==> src/rtl/key_event_arbiter.sv <==
// key_event_arbiter: turns 2-bit key decoder code onsets into single events,
// keeps one pending event per key, picks among pending keys round-robin and
// queues the winner into a show-ahead FIFO with a valid/ready consumer side.
module key_event_arbiter #(
    parameter int NUM_KEYS   = 4,
    parameter int ID_W       = 2,
    parameter int FIFO_DEPTH = 4
) (
    input  logic                          clk_100,
    input  logic                          rst,
    input  logic [2*NUM_KEYS-1:0]         key_code,
    output logic                          evt_valid,
    input  logic                          evt_ready,
    output logic [ID_W-1:0]               evt_id,
    output logic                          evt_long,
    output logic [$clog2(FIFO_DEPTH):0]   fifo_count,
    output logic                          overflow,
    input  logic                          ovf_clr,
    output logic [7:0]                    drop_cnt
);

    localparam int AW = $clog2(FIFO_DEPTH);
    localparam int CW = AW + 1;

    logic [2*NUM_KEYS-1:0] prev_q;
    logic [NUM_KEYS-1:0]   onset;
    logic [NUM_KEYS-1:0]   pend_q, pend_d;
    logic [NUM_KEYS-1:0]   kind_q, kind_d;
    logic [ID_W-1:0]       rr_q, rr_d;
    logic [ID_W:0]         mem_q [FIFO_DEPTH];
    logic [AW-1:0]         wptr_q, wptr_d, rptr_q, rptr_d;
    logic [CW-1:0]         count_q, count_d;
    logic                  ovf_q, ovf_d;
    logic [7:0]            drop_q, drop_d;

    logic                  grant_vld;
    logic [ID_W-1:0]       grant_idx;
    logic                  grant_kind;
    logic                  hi_found, lo_found;
    logic [ID_W-1:0]       hi_idx, lo_idx;
    logic                  hi_kind, lo_kind;
    logic [4:0]            ndrop;
    logic [8:0]            drop_sum;
    logic                  push, pop;

    // Previous code follows the input every cycle, including during reset,
    // so a code held across reset never looks like an onset.
    always_ff @(posedge clk_100) begin
        prev_q <= key_code;
    end

    // Onset: previous code idle (bit0 clear, so 10 counts as idle) and
    // current code active (01 or 11).
    always_comb begin
        onset = '0;
        for (int unsigned i = 0; i < NUM_KEYS; i++) begin
            onset[i] = ~prev_q[2*i] & key_code[2*i];
        end
    end

    // Round-robin search: first pending channel at or above rr_q, else the
    // first pending channel below it (wrap-around).
    always_comb begin
        hi_found = 1'b0;
        lo_found = 1'b0;
        hi_idx   = '0;
        lo_idx   = '0;
        hi_kind  = 1'b0;
        lo_kind  = 1'b0;
        for (int unsigned i = 0; i < NUM_KEYS; i++) begin
            if (!hi_found && pend_q[i] && (i >= 32'(rr_q))) begin
                hi_found = 1'b1;
                hi_idx   = ID_W'(i);
                hi_kind  = kind_q[i];
            end
            if (!lo_found && pend_q[i]) begin
                lo_found = 1'b1;
                lo_idx   = ID_W'(i);
                lo_kind  = kind_q[i];
            end
        end
        grant_vld  = (hi_found || lo_found) && (count_q < CW'(FIFO_DEPTH));
        grant_idx  = hi_found ? hi_idx : lo_idx;
        grant_kind = hi_found ? hi_kind : lo_kind;
        rr_d       = rr_q;
        if (grant_vld) begin
            rr_d = (grant_idx == ID_W'(NUM_KEYS - 1)) ? '0 : grant_idx + ID_W'(1);
        end
    end

    // Pending store and drop accounting; a new onset wins over the grant clear,
    // and re-arming the channel being granted this cycle is not a drop.
    always_comb begin
        pend_d = pend_q;
        kind_d = kind_q;
        ndrop  = '0;
        for (int unsigned i = 0; i < NUM_KEYS; i++) begin
            if (grant_vld && (grant_idx == ID_W'(i))) begin
                pend_d[i] = 1'b0;
            end
            if (onset[i]) begin
                pend_d[i] = 1'b1;
                kind_d[i] = key_code[2*i+1];
                if (pend_q[i] && !(grant_vld && (grant_idx == ID_W'(i)))) begin
                    ndrop = ndrop + 5'd1;
                end
            end
        end
        drop_sum = {1'b0, drop_q} + {4'b0, ndrop};
        drop_d   = (drop_sum > 9'd255) ? 8'hFF : drop_sum[7:0];
        ovf_d    = (ndrop != '0) ? 1'b1 : (ovf_clr ? 1'b0 : ovf_q);
    end

    // FIFO pointer and occupancy update.
    always_comb begin
        push    = grant_vld;
        pop     = (count_q != '0) && evt_ready;
        wptr_d  = push ? wptr_q + AW'(1) : wptr_q;
        rptr_d  = pop ? rptr_q + AW'(1) : rptr_q;
        count_d = count_q;
        if (push && !pop) begin
            count_d = count_q + CW'(1);
        end else if (pop && !push) begin
            count_d = count_q - CW'(1);
        end
    end

    // State registers; reset discards pending and queued events.
    always_ff @(posedge clk_100) begin
        if (rst) begin
            pend_q  <= '0;
            kind_q  <= '0;
            rr_q    <= '0;
            wptr_q  <= '0;
            rptr_q  <= '0;
            count_q <= '0;
            ovf_q   <= 1'b0;
            drop_q  <= '0;
        end else begin
            pend_q  <= pend_d;
            kind_q  <= kind_d;
            rr_q    <= rr_d;
            wptr_q  <= wptr_d;
            rptr_q  <= rptr_d;
            count_q <= count_d;
            ovf_q   <= ovf_d;
            drop_q  <= drop_d;
        end
    end

    // FIFO storage; contents are only observable through count_q.
    always_ff @(posedge clk_100) begin
        if (!rst && push) begin
            mem_q[wptr_q] <= {grant_idx, grant_kind};
        end
    end

    // Show-ahead head; zeros when empty.
    always_comb begin
        evt_valid = (count_q != '0);
        evt_id    = evt_valid ? mem_q[rptr_q][ID_W:1] : '0;
        evt_long  = evt_valid ? mem_q[rptr_q][0] : 1'b0;
    end

    assign fifo_count = count_q;
    assign overflow   = ovf_q;
    assign drop_cnt   = drop_q;

endmodule
==> config.mk <==
export PLATFORM = sky130hd
export DESIGN_NAME = key_event_arbiter
export DESIGN_NICKNAME = d
export VERILOG_FILES = /design/src/rtl/key_event_arbiter.sv
export SDC_FILE = /design/constraint.sdc
export NUM_CORES = 1
export LEC_CHECK = 0
export CAP_MARGIN = 20
export CORE_ASPECT_RATIO = 0.5
export CORE_UTILIZATION = 59
export CTS_CLUSTER_DIAMETER = 30
export CTS_CLUSTER_SIZE = 25
export DETAILED_ROUTE_END_ITERATION = 8
export PLACE_DENSITY_LB_ADDON = 0.25
export SETUP_SLACK_MARGIN = 0.15
export SLEW_MARGIN = 20
export SYNTH_ARGS = -nofsm -noshare
export SYNTH_HDL_FRONTEND = slang
export SYNTH_SLANG_ARGS = --single-unit
==> constraint.sdc <==
create_clock -name clk_100 -period 12.23 [get_ports clk_100]
set_clock_uncertainty 0.15 [all_clocks]
set_input_delay 1.223 -clock clk_100 [delete_from_list [all_inputs] [get_ports clk_100]]
set_output_delay 1.223 -clock clk_100 [all_outputs]
set_load 0.05 [all_outputs]
==> results.env <==
VIAS_IN_THE_FIRST_GLOBAL_ROUTE=1617
MAX_STAGE_DELAY_PS=740
POST_ROUTE_DRC_VIOLATION_COUNT=0
YOSYS-TOP-CELLS-AREA='dfxtp_1 (28%), edfxtp_1 (16%), ha_1 (8.3%)'
YOSYS-TOP-CELLS-COUNT='dfxtp_1 (32), nor2_1 (21), a21oi_1 (17), inv_1 (17), ha_1 (15)'
DPL.HPWL_MM=3.06
SYN-CELL-AREA_UM2=2270
CTS_BUFFERS=5
AREA_AFTER_DETAILED_PLACEMENT_UM2=2560
CTS_MAX_PATH_BUFFERS=2
IR_WORST_VDD_mV=0.0874
DIE_HEIGHT_UM=45.8
POSTSYNTHNETCOUNT=256
IO_PINS=28
SLEW-LIMIT-HEADROOM_PCT=41.3
POSTSYNTHREGISTERBITS=44
SYNTHTOLAYOUTAREAGROWTH_PCT=17.7
NUMCLOCKSINKS=44
DIE_X_UM=89.6
MAXIMUM_NUMBER_OF_PINS_ON_ONE_NET_BEFORE_GLOBAL_ROUTE_REPAIR=27
GRT_PASS1_WL_MM=6.97
POST-CTS-SETUP-BUFFERS=0
DIE_AREA_UM2=4110
REPORT.FINAL.SLEW_VIOL_COUNT=0
CTSHOLDBUFFERS=0
SYNTH_CELL_TYPE_COUNT=48
WIRELENGTH_MM=4.28
RESULT_OF_THE_RUN='completed'
GRT_USAGE_PCT=23.8
SUM_OF_BUFFERS_AND_INVERTERS_ON_THE_CRITICAL_PATH=2
POWER.DENSITY_nW_PER_UM2=177
INSERTEDDIODECOUNT=0
SYN-INSTANCE-COUNT=227
PLACEMENTROWS=15
ASYNC_RESET_FF_SHARE_PCT=0
CTS-ROOT-BUF='clkbuf_8'
DETAILEDROUTE.FIRSTITERATIONVIOLATIONS=116
SYNTH_LARGEST_TYPE_AREA_FRACTION_PCT=28.3
POST_DRT_VIA_CELL_RATIO=5.57
SEQUENTIAL_TO_TOTAL_AREA_SHARE_FROM_YOSYS_STAT_PCT=44.2
POSTSYNTHAREAPERCELL_UM2=9.98
MAXCAPVIOLATIONS=0
TOTALNEGATIVESETUPSLACK_PS=0
DRT-WIRELENGTH-PER-CELL_UM=14.1
TIGHTESTPINTRANSITION_PS=875
TIMING.HOLD.WORST.CLASS='reg -> reg'
WORSTREG2REGSTART='rr_q[0]'
DRIVE_GT1_SHARE_PCT=6.75
DESIGN.FINAL.NETS=280
FINAL-HOLD-VIOLATION-COUNT=0
CLOCK_LATENCY_PS=300
CORE-AREA_UM2=3550
POST_CTS.RESIZED_INSTANCES=0
LARGEST_DELAY_CONTRIBUTOR_FAMILY_ON_THE_CRITICAL_PATH='compound AO/OA/AOI/OAI gates'
SYNTH_LARGEST_AREA_CELL='dfxtp_1'
NUM_VIAS=1687
RR_ENDPOINT='drop_cnt[5]'
CTS.HTREE.LEVELS=2
SETUP.WORST_PATH.END_CLASS='register'
DR.PASS1.ITERS=4
SETUP.WORST_PATH.START='rr_q[0]'
RR_WORST_DEPTH=22
CP_DATA_REQUIRED_TIME_PS=12300
YOSYS.CELL_COUNT.TOP_TYPE='dfxtp_1'
CRITPATHKIND='reg -> reg'
WORSTPATHMAXFANOUT=8
GRT.OVERFLOW.TOTAL=0
MAXCLOCKFREQUENCY_MHz=180
YOSYSWARNINGCOUNT=0
CTS.CLK_SLEW.WORST_PATHS_PS=80
HOLDPATHEND='kind_q[1]'
TIMING.CRITICAL_PATH.ARRIVAL_PS=5610
P_LEAK_nW=1.05
TIMING.CRITICAL_PATH.FROM_TYPE='register'
GP_CONGESTION=0.903
HOLD_DEPTH=2
WORSTPATHCELLLIST='nand2b_1 > a21oi_1 > a211oi_1 > inv_1 > ha_1 > nand2b_1 > nand3_1 > inv_1 > ha_1 > and3b_1 > nand3_2 > mux2_4 > or2_2 > ha_1 > or2_2 > o21a_1 > ha_1 > a21o_1 > a21oi_1 > nor2_1 > a22o_1 > a311oi_1'
WORST_HOLD_STARTPOINT='kind_q[1]'
PORT_BUFFERS=27
FINAL.MIN_CLOCK_PERIOD_PS=5550
RSZ0062_AT_GRT='no'
REG2REG_SLACK_PS=6680
NUMBER_OF_ENABLE_FLIP_FLOP_CELLS_AFTER_SYNTHESIS=12
YS.FLOP_TYPE='dfxtp_1'
TCRIT_TCLK_FINAL_PCT=45.4
CRIT_PATH_FREQUENT_CELL='ha_1'
CRITICAL_PATH.SLOWEST_CELL='a211oi_1'
WORST-PATH-STAGES=22
CTS_TREE='yes'
ANTENNA_VIOLATING_NETS_POST_ROUTE=0
ANTENNA_FOUND_INITIAL=0
SETUP_VIOL=0
INITIAL_STANDARD_CELL_UTILIZATION_OF_THE_CORE_PCT=63.9
FINISH.INSTANCE_AREA_UM2=2670
-- cells by family (layout without fill, tap and decap cells) --
family | after synthesis | in the layout | share of synthesized area (%)
adder cells (fa/ha/maj) | 17 | 17 | 10.0
buffers and inverters | 28 | 53 | 5.08
AO/OA/AOI/OAI | 43 | 43 | 12.8
flip-flops | 44 | 44 | 44.2
multiplexers | 9 | 9 | 5.85
other | 1 | 1 | 0.165
AND/OR/NAND/NOR | 75 | 75 | 18.0
XOR/XNOR | 10 | 10 | 3.87
-- worst reg2reg max path, delay by kind of cell, from the launching register on --
family	cells	cell delay, ps
adder cells (fa/ha/maj)	4	1030
multiplexers	1	300
AND/OR/NAND/NOR	8	1450
flip-flops	1	440
buffers and inverters	2	250
AO/OA/AOI/OAI	7	1820
-- placed cells by master, fill, tap and decap left out, types with 2 or more instances in the layout --
cell	count
nor3_1	5
or2_2	2
nor2_1	21
a21oi_1	17
fa_1	2
o21ai_0	3
nand2b_1	7
nand2_1	7
mux2i_1	5
a211oi_1	2
clkbuf_8	5
a31oi_1	3
ha_1	15
and2_1	8
edfxtp_1	12
o31ai_1	2
or3_1	2
o21a_1	3
mux4_2	3
a21o_1	2
nor4_1	3
clkdlybuf4s50_1	27
nand4_1	3
xor2_1	7
nand3_1	5
nor2b_1	6
xnor2_1	3
inv_1	17
and3b_1	2
dfxtp_1	32
-- sequential cells by signal (all words and copies together) (netlist names), named ones only --
register,cells
kind_q,4
fifo_count,3
rr_q,2
prev_q,4
rptr_q,2
pend_q,4
drop_cnt,8
wptr_q,2
overflow,1
mem_q,12
-- metrics by stage --
| step | setup slack (ps) | instances | util, % | total power [mW] | hold WS (ps) |
|---|---|---|---|---|---|
| 6_report | 6680 | 303 | 75.2 | 0.471 | 324 |
| 5_1_grt | 6260 | 303 | 75.2 | 0.498 | 338 |
| 4_1_cts | 6710 | 303 | 75.2 | 0.474 | 322 |
| 3_5_place_dp | 6620 | 295 | 72.1 | 0.364 | 307 |
| 3_3_place_gp | 6820 | 295 | 72.1 | 0.357 | 297 |
| 2_1_floorplan | 7180 | 227 | - | 0.320 | 287 |
-- area by class of cell --
type | instances | area [um^2]
flip-flops and latches | 44 | 1000
inverters | 17 | 63.8
multi-input cells | 155 | 1150
repair buffers | 28 | 278
fillers | 258 | 880
clock buffers | 5 | 68.8
clock inverters | 3 | 42.5
well taps | 51 | 63.8
-- how the worst max path moves through the flow --
stage                  endpoint  slack (ps)
CTS                 drop_cnt[5]        6710
global route        drop_cnt[5]        6260
floorplan           drop_cnt[5]        7180
detailed placement  drop_cnt[5]        6620
finish              drop_cnt[5]        6680
global placement    drop_cnt[5]        6820
-- per-layer routing --
layer	track usage, %	wire [um]	vias to the layer above	share of wire [%]
met2	40.3	2040	62	48
met5	0	0	-	0
met1	27.2	1820	768	42
li1	-	-	841	-
met4	14.0	140	0	3.3
met3	7.43	280	16	6.5
-- power breakdown --
part / leakage (nW) / internal, mW / total [mW] / switching, mW
Clock: 0.0558 / 0.0605 / 0.110 / 0.0499
Combinational: 0.623 / 0.0687 / 0.167 / 0.0988
Sequential: 0.374 / 0.172 / 0.194 / 0.0214
(Power assumes the default switching activity.)
